===== config.mk =====
export PLATFORM = sky130hd
export DESIGN_NAME = pattern_sequencer
export DESIGN_NICKNAME = d
export VERILOG_FILES = /design/src/rtl/suite_pkg.sv /design/src/rtl/btn_edge.sv /design/src/rtl/pattern_sequencer.sv
export SDC_FILE = /design/constraint.sdc
export NUM_CORES = 1
export LEC_CHECK = 0
export BUFFER_PORTS_ARGS = -buffer_cell sky130_fd_sc_hd__buf_2
export CORE_MARGIN = 1.5
export CORE_UTILIZATION = 41
export DETAILED_ROUTE_END_ITERATION = 8
export GPL_TIMING_DRIVEN = 0
export PLACE_DENSITY = 0.58
export SETUP_SLACK_MARGIN = 0.4
export SYNTH_ARGS = -nofsm -noshare
export SYNTH_HDL_FRONTEND = slang
export SYNTH_SLANG_ARGS = --single-unit

===== constraint.sdc =====
create_clock -name clk -period 2.9 [get_ports clk]
set_input_delay 0.29 -clock clk [delete_from_list [all_inputs] [get_ports clk]]
set_output_delay 0.29 -clock clk [all_outputs]
set_load 0.02 [all_outputs]

===== src/rtl/suite_pkg.sv =====
// rtl/suite_pkg.sv - shared pattern indices, sequencer FSM states and direction encoding
package suite_pkg;

    localparam int unsigned PAT_GRID        = 0;
    localparam int unsigned PAT_COLOR_BARS  = 1;
    localparam int unsigned PAT_GRAY_RAMP   = 2;
    localparam int unsigned PAT_CHECKER     = 3;
    localparam int unsigned PAT_SOLID       = 4;
    localparam int unsigned PAT_CONVERGENCE = 5;

    typedef enum logic [1:0] {
        ST_IDLE    = 2'd0,
        ST_PENDING = 2'd1,
        ST_APPLY   = 2'd2
    } seq_state_t;

    typedef enum logic [1:0] {
        DIR_NONE = 2'd0,
        DIR_NEXT = 2'd1,
        DIR_PREV = 2'd2
    } pend_dir_t;

    function automatic pend_dir_t req_dir(input logic nxt, input logic prv);
        if (nxt && !prv) return DIR_NEXT;
        if (prv && !nxt) return DIR_PREV;
        return DIR_NONE;
    endfunction

    // Opposite directions cancel; a repeat of the same direction is absorbed.
    function automatic pend_dir_t merge_dir(input pend_dir_t pend, input pend_dir_t req);
        if (req == DIR_NONE)  return pend;
        if (pend == DIR_NONE) return req;
        if (pend == req)      return pend;
        return DIR_NONE;
    endfunction

endpackage


===== src/rtl/btn_edge.sv =====
// rtl/btn_edge.sv - button 2-FF synchroniser with rising-edge press strobe and held level
module btn_edge (
    input  logic clk,
    input  logic reset,
    input  logic i_btn,
    output logic o_press,
    output logic o_held
);

    logic r_sync1;
    logic r_sync2;
    logic r_sync2_d;

    always_ff @(posedge clk) begin
        if (reset) begin
            r_sync1   <= 1'b0;
            r_sync2   <= 1'b0;
            r_sync2_d <= 1'b0;
        end else begin
            r_sync1   <= i_btn;
            r_sync2   <= r_sync1;
            r_sync2_d <= r_sync2;
        end
    end

    assign o_press = r_sync2 & ~r_sync2_d;
    assign o_held  = r_sync2;

endmodule


===== src/rtl/pattern_sequencer.sv =====
// rtl/pattern_sequencer.sv - frame-synchronous test pattern select/invert sequencer (optional SUITE_AUTO_CYCLE_EN)
module pattern_sequencer
    import suite_pkg::*;
#(
    parameter int NUM_PATTERNS  = 6,
    parameter int SEL_W         = 4,
    parameter int HOLD_FRAMES   = 30,
    parameter int REPEAT_FRAMES = 8,
    parameter int AUTO_FRAMES   = 600
) (
    input  logic             clk,
    input  logic             reset,
    input  logic             vblank,
    input  logic             btn_next,
    input  logic             btn_prev,
    input  logic             btn_invert,
    output logic [SEL_W-1:0] pattern_sel,
    output logic             invert,
    output logic             switch_pulse
);

    localparam int HOLD_W = $clog2(HOLD_FRAMES + 1);
    localparam int REP_W  = $clog2(REPEAT_FRAMES + 1);
    localparam logic [HOLD_W-1:0] HOLD_MAX  = HOLD_W'(HOLD_FRAMES);
    localparam logic [HOLD_W-1:0] HOLD_LAST = HOLD_W'(HOLD_FRAMES - 1);
    localparam logic [REP_W-1:0]  REP_LAST  = REP_W'(REPEAT_FRAMES - 1);
    localparam logic [SEL_W-1:0]  SEL_LAST  = SEL_W'(NUM_PATTERNS - 1);

    logic w_press_next, w_held_next;
    logic w_press_prev, w_held_prev;
    logic w_press_inv,  w_held_inv;

    btn_edge u_btn_next (.clk(clk), .reset(reset), .i_btn(btn_next),   .o_press(w_press_next), .o_held(w_held_next));
    btn_edge u_btn_prev (.clk(clk), .reset(reset), .i_btn(btn_prev),   .o_press(w_press_prev), .o_held(w_held_prev));
    btn_edge u_btn_inv  (.clk(clk), .reset(reset), .i_btn(btn_invert), .o_press(w_press_inv),  .o_held(w_held_inv));

    logic r_vblank;
    logic w_tick;

    always_ff @(posedge clk) begin
        if (reset) r_vblank <= 1'b0;
        else       r_vblank <= vblank;
    end

    assign w_tick = vblank & ~r_vblank;

    // Auto-repeat: index 0 tracks next, index 1 tracks prev.
    logic [1:0]        w_held_one;
    logic [1:0]        w_rep_req;
    logic [HOLD_W-1:0] r_hold_cnt [2];
    logic [REP_W-1:0]  r_rep_cnt  [2];

    assign w_held_one[0] = w_held_next & ~w_held_prev;
    assign w_held_one[1] = w_held_prev & ~w_held_next;

    always_comb begin
        for (int d = 0; d < 2; d++) begin
            w_rep_req[d] = w_tick & w_held_one[d] &
                           ((r_hold_cnt[d] == HOLD_LAST) ||
                            ((r_hold_cnt[d] == HOLD_MAX) && (r_rep_cnt[d] == REP_LAST)));
        end
    end

    always_ff @(posedge clk) begin
        for (int d = 0; d < 2; d++) begin
            if (reset || !w_held_one[d]) begin
                r_hold_cnt[d] <= '0;
                r_rep_cnt[d]  <= '0;
            end else if (w_tick) begin
                if (r_hold_cnt[d] != HOLD_MAX)
                    r_hold_cnt[d] <= r_hold_cnt[d] + HOLD_W'(1);
                else if (r_rep_cnt[d] == REP_LAST)
                    r_rep_cnt[d] <= '0;
                else
                    r_rep_cnt[d] <= r_rep_cnt[d] + REP_W'(1);
            end
        end
    end

    logic w_auto_req;

`ifdef SUITE_AUTO_CYCLE_EN
    localparam int IDLE_W = $clog2(AUTO_FRAMES + 1);
    localparam logic [IDLE_W-1:0] IDLE_LAST = IDLE_W'(AUTO_FRAMES - 1);

    logic              w_user_active;
    logic [IDLE_W-1:0] r_idle_cnt;

    assign w_user_active = w_press_next | w_press_prev | w_press_inv |
                           w_held_next  | w_held_prev  | w_held_inv;
    assign w_auto_req    = w_tick & ~w_user_active & (r_idle_cnt == IDLE_LAST);

    always_ff @(posedge clk) begin
        if (reset || w_user_active || w_auto_req) r_idle_cnt <= '0;
        else if (w_tick)                          r_idle_cnt <= r_idle_cnt + IDLE_W'(1);
    end
`else
    assign w_auto_req = 1'b0;
`endif

    logic      w_req_any;
    pend_dir_t w_req_dir;

    assign w_req_any = w_press_next | w_press_prev | w_press_inv | (|w_rep_req) | w_auto_req;
    assign w_req_dir = req_dir(w_press_next | w_rep_req[0] | w_auto_req,
                               w_press_prev | w_rep_req[1]);

    seq_state_t r_state,      w_state_nxt;
    pend_dir_t  r_pend_dir,   w_pend_dir_nxt;
    logic       r_pend_inv,   w_pend_inv_nxt;
    pend_dir_t  r_hold_dir,   w_hold_dir_nxt;
    logic       r_hold_inv,   w_hold_inv_nxt;
    logic       r_hold_valid, w_hold_valid_nxt;

    always_ff @(posedge clk) begin
        if (reset) begin
            r_state      <= ST_IDLE;
            r_pend_dir   <= DIR_NONE;
            r_pend_inv   <= 1'b0;
            r_hold_dir   <= DIR_NONE;
            r_hold_inv   <= 1'b0;
            r_hold_valid <= 1'b0;
        end else begin
            r_state      <= w_state_nxt;
            r_pend_dir   <= w_pend_dir_nxt;
            r_pend_inv   <= w_pend_inv_nxt;
            r_hold_dir   <= w_hold_dir_nxt;
            r_hold_inv   <= w_hold_inv_nxt;
            r_hold_valid <= w_hold_valid_nxt;
        end
    end

    // A request landing on the applying frame tick is parked and re-armed after APPLY.
    always_comb begin
        w_state_nxt      = r_state;
        w_pend_dir_nxt   = r_pend_dir;
        w_pend_inv_nxt   = r_pend_inv;
        w_hold_dir_nxt   = DIR_NONE;
        w_hold_inv_nxt   = 1'b0;
        w_hold_valid_nxt = 1'b0;
        case (r_state)
            ST_IDLE: begin
                if (w_req_any) begin
                    w_state_nxt    = ST_PENDING;
                    w_pend_dir_nxt = w_req_dir;
                    w_pend_inv_nxt = w_press_inv;
                end
            end
            ST_PENDING: begin
                if (w_tick) begin
                    w_state_nxt      = ST_APPLY;
                    w_hold_valid_nxt = w_req_any;
                    w_hold_dir_nxt   = w_req_dir;
                    w_hold_inv_nxt   = w_press_inv;
                end else if (w_req_any) begin
                    w_pend_dir_nxt = merge_dir(r_pend_dir, w_req_dir);
                    w_pend_inv_nxt = r_pend_inv ^ w_press_inv;
                end
            end
            ST_APPLY: begin
                if (r_hold_valid || w_req_any) begin
                    w_state_nxt    = ST_PENDING;
                    w_pend_dir_nxt = merge_dir(r_hold_dir, w_req_dir);
                    w_pend_inv_nxt = r_hold_inv ^ w_press_inv;
                end else begin
                    w_state_nxt    = ST_IDLE;
                    w_pend_dir_nxt = DIR_NONE;
                    w_pend_inv_nxt = 1'b0;
                end
            end
            default: begin
                w_state_nxt    = ST_IDLE;
                w_pend_dir_nxt = DIR_NONE;
                w_pend_inv_nxt = 1'b0;
            end
        endcase
    end

    logic [SEL_W-1:0] r_sel, w_sel_new;
    logic             r_inv;
    logic             r_pulse;

    always_comb begin
        w_sel_new = r_sel;
        case (r_pend_dir)
            DIR_NEXT: w_sel_new = (r_sel == SEL_LAST) ? '0 : r_sel + SEL_W'(1);
            DIR_PREV: w_sel_new = (r_sel == '0) ? SEL_LAST : r_sel - SEL_W'(1);
            default:  w_sel_new = r_sel;
        endcase
    end

    always_ff @(posedge clk) begin
        if (reset) begin
            r_sel   <= SEL_W'(PAT_GRID);
            r_inv   <= 1'b0;
            r_pulse <= 1'b0;
        end else begin
            r_pulse <= 1'b0;
            if (r_state == ST_APPLY) begin
                r_sel   <= w_sel_new;
                r_inv   <= r_inv ^ r_pend_inv;
                r_pulse <= (w_sel_new != r_sel) | r_pend_inv;
            end
        end
    end

    assign pattern_sel  = r_sel;
    assign invert       = r_inv;
    assign switch_pulse = r_pulse;

endmodule

==> results of run 1 <==
power by group:
part	internal (mW)	switching (mW)	leakage, nW	total (mW)
sequential	0.642	0.0146	0.421	0.657
combinational	0.0425	0.0536	0.586	0.0961
clock	0.168	0.210	0.0412	0.378
total	0.853	0.278	1.05	1.13
final cells by class:
| type | instances | area [um^2] | share of cell area |
|---|---|---|---|
| timing repair buffer | 15 | 88.8 | 0.0327 |
| buffer | 5 | 27.5 | 0.0101 |
| clock inverter | 2 | 12.5 | 0.00461 |
| multi-input combinational | 184 | 1310 | 0.483 |
| tap | 72 | 90.1 | 0.0332 |
| inverter | 19 | 71.3 | 0.0263 |
| sequential | 43 | 1040 | 0.384 |
| clock buffer | 6 | 72.6 | 0.0267 |
worst max-delay path, cell delays in order, from the launching register on:
cell and delay, ns:
edfxtp_1 0.41, ha_2 0.21, and3b_1 0.20, a21oi_2 0.15, o22ai_2 0.11, buf_6 0.15
ha_4 0.18, xnor2_2 0.13, nor3b_1 0.15, o31ai_2 0.21, o31a_1 0.22, o32ai_2 0.09
sequential cells by signal (all words and copies together), names as in the netlist, 2 cells and up:
signal / cells
r_rep_cnt: 8
r_state: 2
r_pend_dir: 2
pattern_sel: 4
r_hold_dir: 2
r_hold_cnt: 10
metrics by stage:
step / hold WS (ns) / instance area (um^2) / utilization
4_1_cts: 0.195 / 2690 / 0.485
2_1_floorplan: 0.414 / 2370 / -
6_report: 0.196 / 2710 / 0.490
3_5_place_dp: 0.422 / 2520 / 0.454
3_3_place_gp: 0.422 / 2520 / 0.454
5_1_grt: 0.200 / 2710 / 0.490
layer usage:
metal	wire length [um]	vias up	share of wire
met2	2030	40	0.44
met4	42	0	0.0092
met1	2340	841	0.51
li1	-	942	-
met5	0	-	0
met3	166	4	0.036
what timing repair did:
item / CTS / global route
endpoints found under the setup margin: 2 / 2
pin swaps: 5 / 7
gates resized for setup: 11 / 7
setup buffers: 4 / 0
logic make-up after synthesis:
| family | Yosys count | synth area share |
|---|---|---|
| flops | 43 | 0.439 |
| buf+inv | 24 | 0.0417 |
| simple gates | 97 | 0.210 |
| compound gates | 54 | 0.161 |
| xor+xnor | 15 | 0.0554 |
| fa+ha+maj | 16 | 0.0844 |
| mux | 2 | 0.00897 |
cell usage in the layout, fill, tap and decap left out, drive strengths merged, types with 2 or more instances in the layout:
master  count
nor2       26
dfxtp      25
inv        19
edfxtp     18
buf        17
nand2      16
ha         16
nand3      14
a21oi      13
nor2b      12
xor2        9
clkbuf      9
o21ai       8
nand2b      6
xnor2       6
nand4       4
a311oi      4
nor3        3
a22o        3
nor3b       3
a31oi       3
and3        3
a211o       3
a21o        3
o22ai       3
and3b       2
or2         2
and2        2
or3         2
o31ai       2
o32ai       2
path summary, 6_finish.rpt:
path	endpoint	cells past startpoint
worst min register to register	u_btn_next.o_held$_SDFF_PP0_	1
worst max-delay path	r_pend_dir[0]$_SDFFE_PP0P_	11
worst max register to register	r_pend_dir[0]$_SDFFE_PP0P_	11
worst min-delay path	u_btn_next.r_sync1$_SDFF_PP0_	2
==> out/results.ini, run 1 <==
[cts]
htree_levels=2
clk_pin_slew_ns=0.08
cts_tree=yes
cts_buffers=5
cts_max_path_buffers=2
clk_latency_ns=0.30
cts-root-buf=clkbuf_8
cts_hold_buf=0
cts.sinks=43

[routing]
vias=1827
post_drt_wl_per_cell_um=13.2
drt_pass1_iterations=4
vias_per_cell=5.28
final_antenna_net_count=0
drt-initial-drc-count=69
drc=0
wirelength_um=4570

[logic_synthesis]
synthTopCellsByArea=edfxtp_1 23%, dfxtp_1 21%, ha_1 8.4%
async_reset_ff_frac=0
yosysTopAreaCellShare=0.228
syn_inst=251
synth-edff-count=18
synth_seq_area_share=0.439
synth-seq-cells=43
synth.most_common_cell=nor2_1
syn_avg_cell_area_um2=9.45
synth_cell_types=50
synth_nets=273
synthTopCellsByCount=26 x nor2_1, 25 x dfxtp_1, 19 x inv_1, 18 x edfxtp_1
synthFlopType=dfxtp_1
yosysTopAreaCell=edfxtp_1
ys_warn_count=0
synth_area_mm2=0.00237

[global_routing]
grtUsageMet3=0.0391
grtUsageTotal=0.161
grtUsageMet1=0.215
grt_pass1_vias=1738
top_usage_layer=met2
grt_overflow_total=0
use_met2=0.253
grt_pass1_wl_um=7940
grt_max_degree=14
antenna_found_initial=0

[worst_setup_path]
worst_r2r_startpoint=r_rep_cnt[1][1]$_SDFFCE_PN0P_
worstSetupEndpointType=flip-flop
arrival_ns=2.51
required_ns=3.06
crit_fanout=6
cp-startpoint=r_rep_cnt[1][1]$_SDFFCE_PN0P_
critPathLaunchType=flip-flop
path_class=reg2reg
reg2reg_slack_ns=0.55

[status]
run_status=complete, no violations

[timing]
rsz0062_at_grt=false
fin_crit_sh=0.810
clock_skew_ns=0.00822
timing.fmax_mhz=425
final.setup.tns_ns=0
slew_headroom=0.605
tightest_slew_ns=0.586
fin_ws_ns=0.550
finalSetupViolations=0
hold_viol=0
fin_crit_ns=2.35
maxSlewViolCount=0

[final_layout]
fin_nets=295
fillers=532
drive_gt1_frac=0.168
synthToLayoutAreaGrowth_pct=14.4
antenna_cells=0
layout.cells.non_filler=346

[floorplan]
initial_core_util=0.428
dieArea_mm2=0.00625
ios=12
num_rows=27
die_w_um=79.1
core_mm2=0.00554
die_h_um=79.1

[flow_run]
maxCapViolations=0

[hold_path]
hp-start=btn_next
hold_path_class=in2reg

[placed_design]
place.gp.congestion=0.832
port_buffers=11
place_inst=334
dp_slack_ns=0.0468
dp_hpwl_um=3260

[power]
power.leakage_nw=1.05
cellPowerDensity_mw_per_mm2=417
total_power_mw=1.13
ir_worst_vdd_v=0.000275

Note: power is estimated with default switching activity, not from simulation.
==> run 2: changes to the inputs <==
- ABC_AREA: not set -> 1
- clock period: 2.9 -> 2.4 ns (I/O delays scaled with it)
==> out/results.ini, run 2 <==
[floorplan]
initial_core_util=0.422
num_rows=28
die_h_um=80.6
core_mm2=0.00585
die_w_um=80.6
ios=12
dieArea_mm2=0.00649

[final_layout]
regMostFlops=r_hold_cnt
final_cell_mix=45 x nand2_1, 43 x inv_1, 43 x nor2_1, 30 x nand3_1, 25 x dfxtp_1
synthToLayoutAreaGrowth_pct=15.7
antenna_cells=0
fillers=585
fin_nets=359
drive_gt1_frac=0.201
fin_util=0.488
layout.cells.non_filler=413
largest_reg_flops=10
seq_area_mm2=0.00104
multi_input_area_mm2=0.00128
design_area_mm2=0.00285
final_common_cell=nand2_1

[global_routing]
grt_pass1_vias=1769
grtUsageTotal=0.155
grt_pass1_wl_um=7730
grt_max_degree=15
antenna_found_initial=0
grt_overflow_total=0

[routing]
drc=0
wirelength_um=4600
drt_pass1_iterations=4
post_drt_wl_per_cell_um=11.1
vias=1990
vias_per_cell=4.82
final_antenna_net_count=0
drt-initial-drc-count=66

[timing]
fin_crit_sh=0.874
fin_ws_ns=0.302
timing.fmax_mhz=477
clock_skew_ns=0.0111
whs_ns=0.135
hold_viol=0
tightest_slew_ns=0.743
fin_crit_ns=2.10
maxSlewViolCount=0
rsz0062_at_grt=true
final.setup.tns_ns=0
finalSetupViolations=0
slew_headroom=0.499

[status]
run_status=complete, no violations

[worst_setup_path]
cp.buffers_inverters=3
cpMostUsedCell=nand2_1
path_cells=buf_4, ha_1, nand4_1, nand2_1, nand2_2, nand2_2, buf_4, ha_4, xnor2_2, nand3_1, nand2_1, nand2_1, nand3_2, inv_2, nand2_1, a21oi_2
arrival_ns=2.27
path_class=reg2reg
crit_fanout=4
worstSetupEndpointType=flip-flop
reg2reg_slack_ns=0.30
max_stage_delay_ns=0.40
critPathLaunchType=flip-flop
rr_endpoint=r_pend_dir[1]$_SDFFE_PP0P_
slowest_stage=edfxtp_1
worst_r2r_startpoint=r_hold_cnt[1][0]$_SDFFCE_PN0P_
reg2reg_depth=16
crit_family=simple AND/OR/NAND/NOR gates
required_ns=2.57

[logic_synthesis]
synthTopCellsByArea=edfxtp_1 22%, dfxtp_1 20%, ha_1 8.1%
ys_warn_count=0
synth_area_mm2=0.00247
synth_cell_types=34
yosysTopAreaCellShare=0.219
synth_nets=330
synth.most_common_cell=nand2_1
synth-seq-cells=43
yosysTopAreaCell=edfxtp_1
synthFlopType=dfxtp_1
syn_avg_cell_area_um2=8.01
async_reset_ff_frac=0
synth_seq_area_share=0.422
syn_inst=308
synth-edff-count=18
synthTopCellsByCount=51 x nand2_1, 45 x inv_1, 44 x nor2_1, 31 x nand3_1, 25 x dfxtp_1

[power]
p_sw_mw=0.369
intPower_mw=1.04
p_clk_frac=0.330
total_power_mw=1.41
seq_power_share=0.563
comb_power_share=0.107
ir_worst_vdd_v=0.000355
switching_share=0.261
cellPowerDensity_mw_per_mm2=495
power.leakage_nw=1.19

[placed_design]
place.gp.congestion=0.875
postPlaceCellArea_mm2=0.00266
dp_slack_ns=0.135
port_buffers=11
place_inst=394
dp_hpwl_um=3310

[cts]
cts_hold_buf=0
cts_buffers=5
cts_tree=yes
cts_max_path_buffers=2
clk_latency_ns=0.30
clk_pin_slew_ns=0.08
cts.sinks=43
cts-root-buf=clkbuf_8
htree_levels=2

[hold_path]
hp-start=btn_next
worstHoldEndpoint=u_btn_next.r_sync1$_SDFF_PP0_
hold_path_class=in2reg
whs_path_depth=3

[flow_run]
maxCapViolations=0

run 2: cell types whose count changed in the layout (fill, tap and decap cells not counted), sizes merged, moves of 4 or more:
cell    previous run  this run
inv               19        47
nand3             14        36
nor2              26        46
buf               17        25
a311oi             4         0
nor3               3         8
nor2b             12         0
nand2             16        54
nand2b             6         0
run 2: worst max-delay path by stage:
stage	from	end	slack, ns	depth (start not counted)
floorplan	r_hold_cnt[0][0]$_SDFFCE_PN0P_	r_pend_dir[0]$_SDFFE_PP0P_	0.38	18
global placement	r_hold_cnt[1][0]$_SDFFCE_PN0P_	r_pend_dir[0]$_SDFFE_PP0P_	0.17	17
detailed placement	r_hold_cnt[1][0]$_SDFFCE_PN0P_	r_pend_dir[1]$_SDFFE_PP0P_	0.14	18
CTS	r_hold_cnt[0][0]$_SDFFCE_PN0P_	r_pend_dir[1]$_SDFFE_PP0P_	0.29	18
global route	r_hold_cnt[0][0]$_SDFFCE_PN0P_	r_pend_dir[1]$_SDFFE_PP0P_	0.13	18
finish	r_hold_cnt[1][0]$_SDFFCE_PN0P_	r_pend_dir[1]$_SDFFE_PP0P_	0.30	16
run 2: area by class of cell:
type                       count  area share
sequential                    43       0.365
buffer                         5      0.0110
timing repair buffer          22      0.0482
clock buffer                   6      0.0254
clock inverter                 2     0.00482
multi-input combinational    213       0.450
tap                           75      0.0329
inverter                      47      0.0627
run 2: logic make-up (layout without fill, tap and decap cells):
group,after synthesis,count (layout),synth area share
buffers and inverters,52,82,0.0842
xor gates and xnor gates,13,13,0.0462
AOI/OAI and AO/OA,27,27,0.0695
DFF,43,43,0.422
and+or+nand+nor,157,157,0.297
adders and majority gates,16,16,0.0812
run 2: power groups by stage:
stage	combinational (mW)	sequential, mW	clock [mW]
after floorplan	0.108	0.811	0
after global placement	0.140	0.811	0
after global routing	0.172	0.798	0.508
after detailed placement	0.141	0.812	0
final	0.152	0.794	0.465
after CTS	0.148	0.794	0.482
run 2: repair_timing:
| action | 4_1_cts | 5_1_grt |
|---|---|---|
| buffers inserted | 9 | 2 |
| resized for setup | 2 | 8 |
| pin swaps | 9 | 8 |
| endpoints found under the setup margin | 2 | 8 |
run 2: metal layers:
layer | track usage | wire (um) | up-vias | share of wire
met4 | 0.0552 | 63 | 0 | 0.014
met5 | 0 | 0 | - | 0
li1 | - | - | 1052 | -
met2 | 0.243 | 2070 | 35 | 0.45
met1 | 0.207 | 2300 | 897 | 0.50
met3 | 0.0375 | 163 | 6 | 0.035
run 2: worst min-delay path, cell delays in order:
cell and delay [ns]:
buf_2 0.07, inv_1 0.03, nor2_1 0.06
==> run 3: changes to the inputs <==
- BUFFER_PORTS_ARGS: -buffer_cell sky130_fd_sc_hd__buf_2 -> not set
- DONT_BUFFER_PORTS: not set -> 1
- PLACE_DENSITY: 0.58 -> not set
- PLACE_DENSITY_LB_ADDON: not set -> 0.2
- SLEW_MARGIN: not set -> 15
==> out/results.ini, run 3 (synthesized netlist as in run 2, its figures left out) <==
[timing]
slew_headroom=0.511
finalSetupViolations=0
clock_skew_ns=0.0112
tightest_slew_ns=0.725
hold_viol=0
final.setup.tns_ns=0
fin_crit_sh=0.867
timing.fmax_mhz=481
maxSlewViolCount=0
whs_ns=0.0226
rsz0062_at_grt=true
fin_crit_ns=2.08
fin_ws_ns=0.319

[worst_setup_path]
max_stage_delay_ns=0.37
crit_fanout=4
arrival_ns=2.31
slowest_stage=edfxtp_1
path_class=reg2reg
cpMostUsedCell=nand2_2
required_ns=2.63
critPathLaunchType=flip-flop
path_cells=ha_2, nand2_2, nor2_2, nand2_2, nand2_2, nand2_2, nand2_4, inv_4, ha_4, inv_4, a21oi_1, nor3_1, nand3_1, nand2_1, nand2_2, a21oi_2
worstSetupEndpointType=flip-flop

[global_routing]
antenna_found_initial=0
grt_overflow_total=0
grt_pass1_wl_um=7950
grt_max_degree=15
grt_pass1_vias=1815
grtUsageTotal=0.155

[cts]
clk_latency_ns=0.30
cts-root-buf=clkbuf_8
cts_max_path_buffers=2
cts.sinks=43
clk_pin_slew_ns=0.09
cts_tree=yes
cts_buffers=5
htree_levels=2

[final_layout]
fin_nets=353
antenna_cells=0
fin_util=0.497
largest_reg_flops=10
final_common_cell=nor2_1
synthToLayoutAreaGrowth_pct=17.9
regMostFlops=r_hold_cnt
design_area_mm2=0.00291
drive_gt1_frac=0.211
final_cell_mix=43 x nor2_1, 41 x nand2_1, 40 x inv_1, 31 x nand3_1, 23 x dfxtp_1

[floorplan]
die_w_um=80.6
num_rows=28
dieArea_mm2=0.00649
core_mm2=0.00585
die_h_um=80.6
ios=12
initial_core_util=0.422

[hold_path]
hold_path_class=in2reg

[routing]
drt-initial-drc-count=93
drt_pass1_iterations=4
post_drt_wl_per_cell_um=10.9
final_antenna_net_count=0
vias_per_cell=4.77
vias=1940
drc=0
wirelength_um=4450

[power]
power.leakage_nw=1.18
ir_worst_vdd_v=0.000414
cellPowerDensity_mw_per_mm2=519

[placed_design]
port_buffers=0
dp_slack_ns=0.118
place.gp.congestion=0.833
dp_hpwl_um=3210
postPlaceCellArea_mm2=0.00260

[flow_run]
maxCapViolations=0

[status]
run_status=complete, no violations

## run 3: metal layers
layer	share of wire	track usage	up-vias
li1	-	-	1040
met1	0.52	0.217	879
met2	0.44	0.238	16
met3	0.023	0.0341	5
met4	0.013	0.0466	0
met5	0	0	-
## run 3: metrics by stage
stage | std cells | power, mW
floorplan | 308 | 0.919
global placement | 383 | 0.944
detailed placement | 383 | 0.946
CTS | 401 | 1.52
global route | 407 | 1.58
finish | 407 | 1.51
## run 3: critical path: cells and delay by family, from the launching register on
kind | cells | cell delay [ns]
fa+ha+maj | 2 | 0.44
buf+inv | 2 | 0.10
compound gates | 2 | 0.18
flops | 1 | 0.37
simple gates | 10 | 0.94
## run 3: final timing paths
kind | slack [ns] | startpoint | endpoint | cells after the start
worst min-delay path | 0.02 | reset | r_state[1]$_SDFFE_PP0P_ | 1
worst min register to register | 0.40 | u_btn_inv.r_sync1$_SDFF_PP0_ | u_btn_inv.o_held$_SDFF_PP0_ | 2
worst max register to register | 0.32 | r_rep_cnt[1][0]$_SDFFCE_PN0P_ | r_pend_dir[0]$_SDFFE_PP0P_ | 16
worst max-delay path | 0.32 | r_rep_cnt[1][0]$_SDFFCE_PN0P_ | r_pend_dir[0]$_SDFFE_PP0P_ | 16
## run 3: what timing repair did
action,in CTS,in global routing
hold buffers,1,1
gates cloned,0,0
setup endpoints to repair,2,4
buffers inserted,9,5
pin swaps,15,15
endpoints found under the hold margin,1,1
resized for setup,9,15
## run 3: cell type report
cell class,instances,area [um^2]
fillers,548,2940
multi-input cells,213,1310
flip-flops and latches,43,1040
inverters,47,181
repair buffers,16,138
well taps,75,93.8
clock buffers,6,72.6
clock inverters,2,37.5
plain buffers,5,32.5
## run 3: where the power goes
group	switching [mW]	internal [mW]	leakage, nW
registers	0.0193	0.778	0.422
logic	0.0887	0.0617	0.705
clock network	0.250	0.311	0.0514
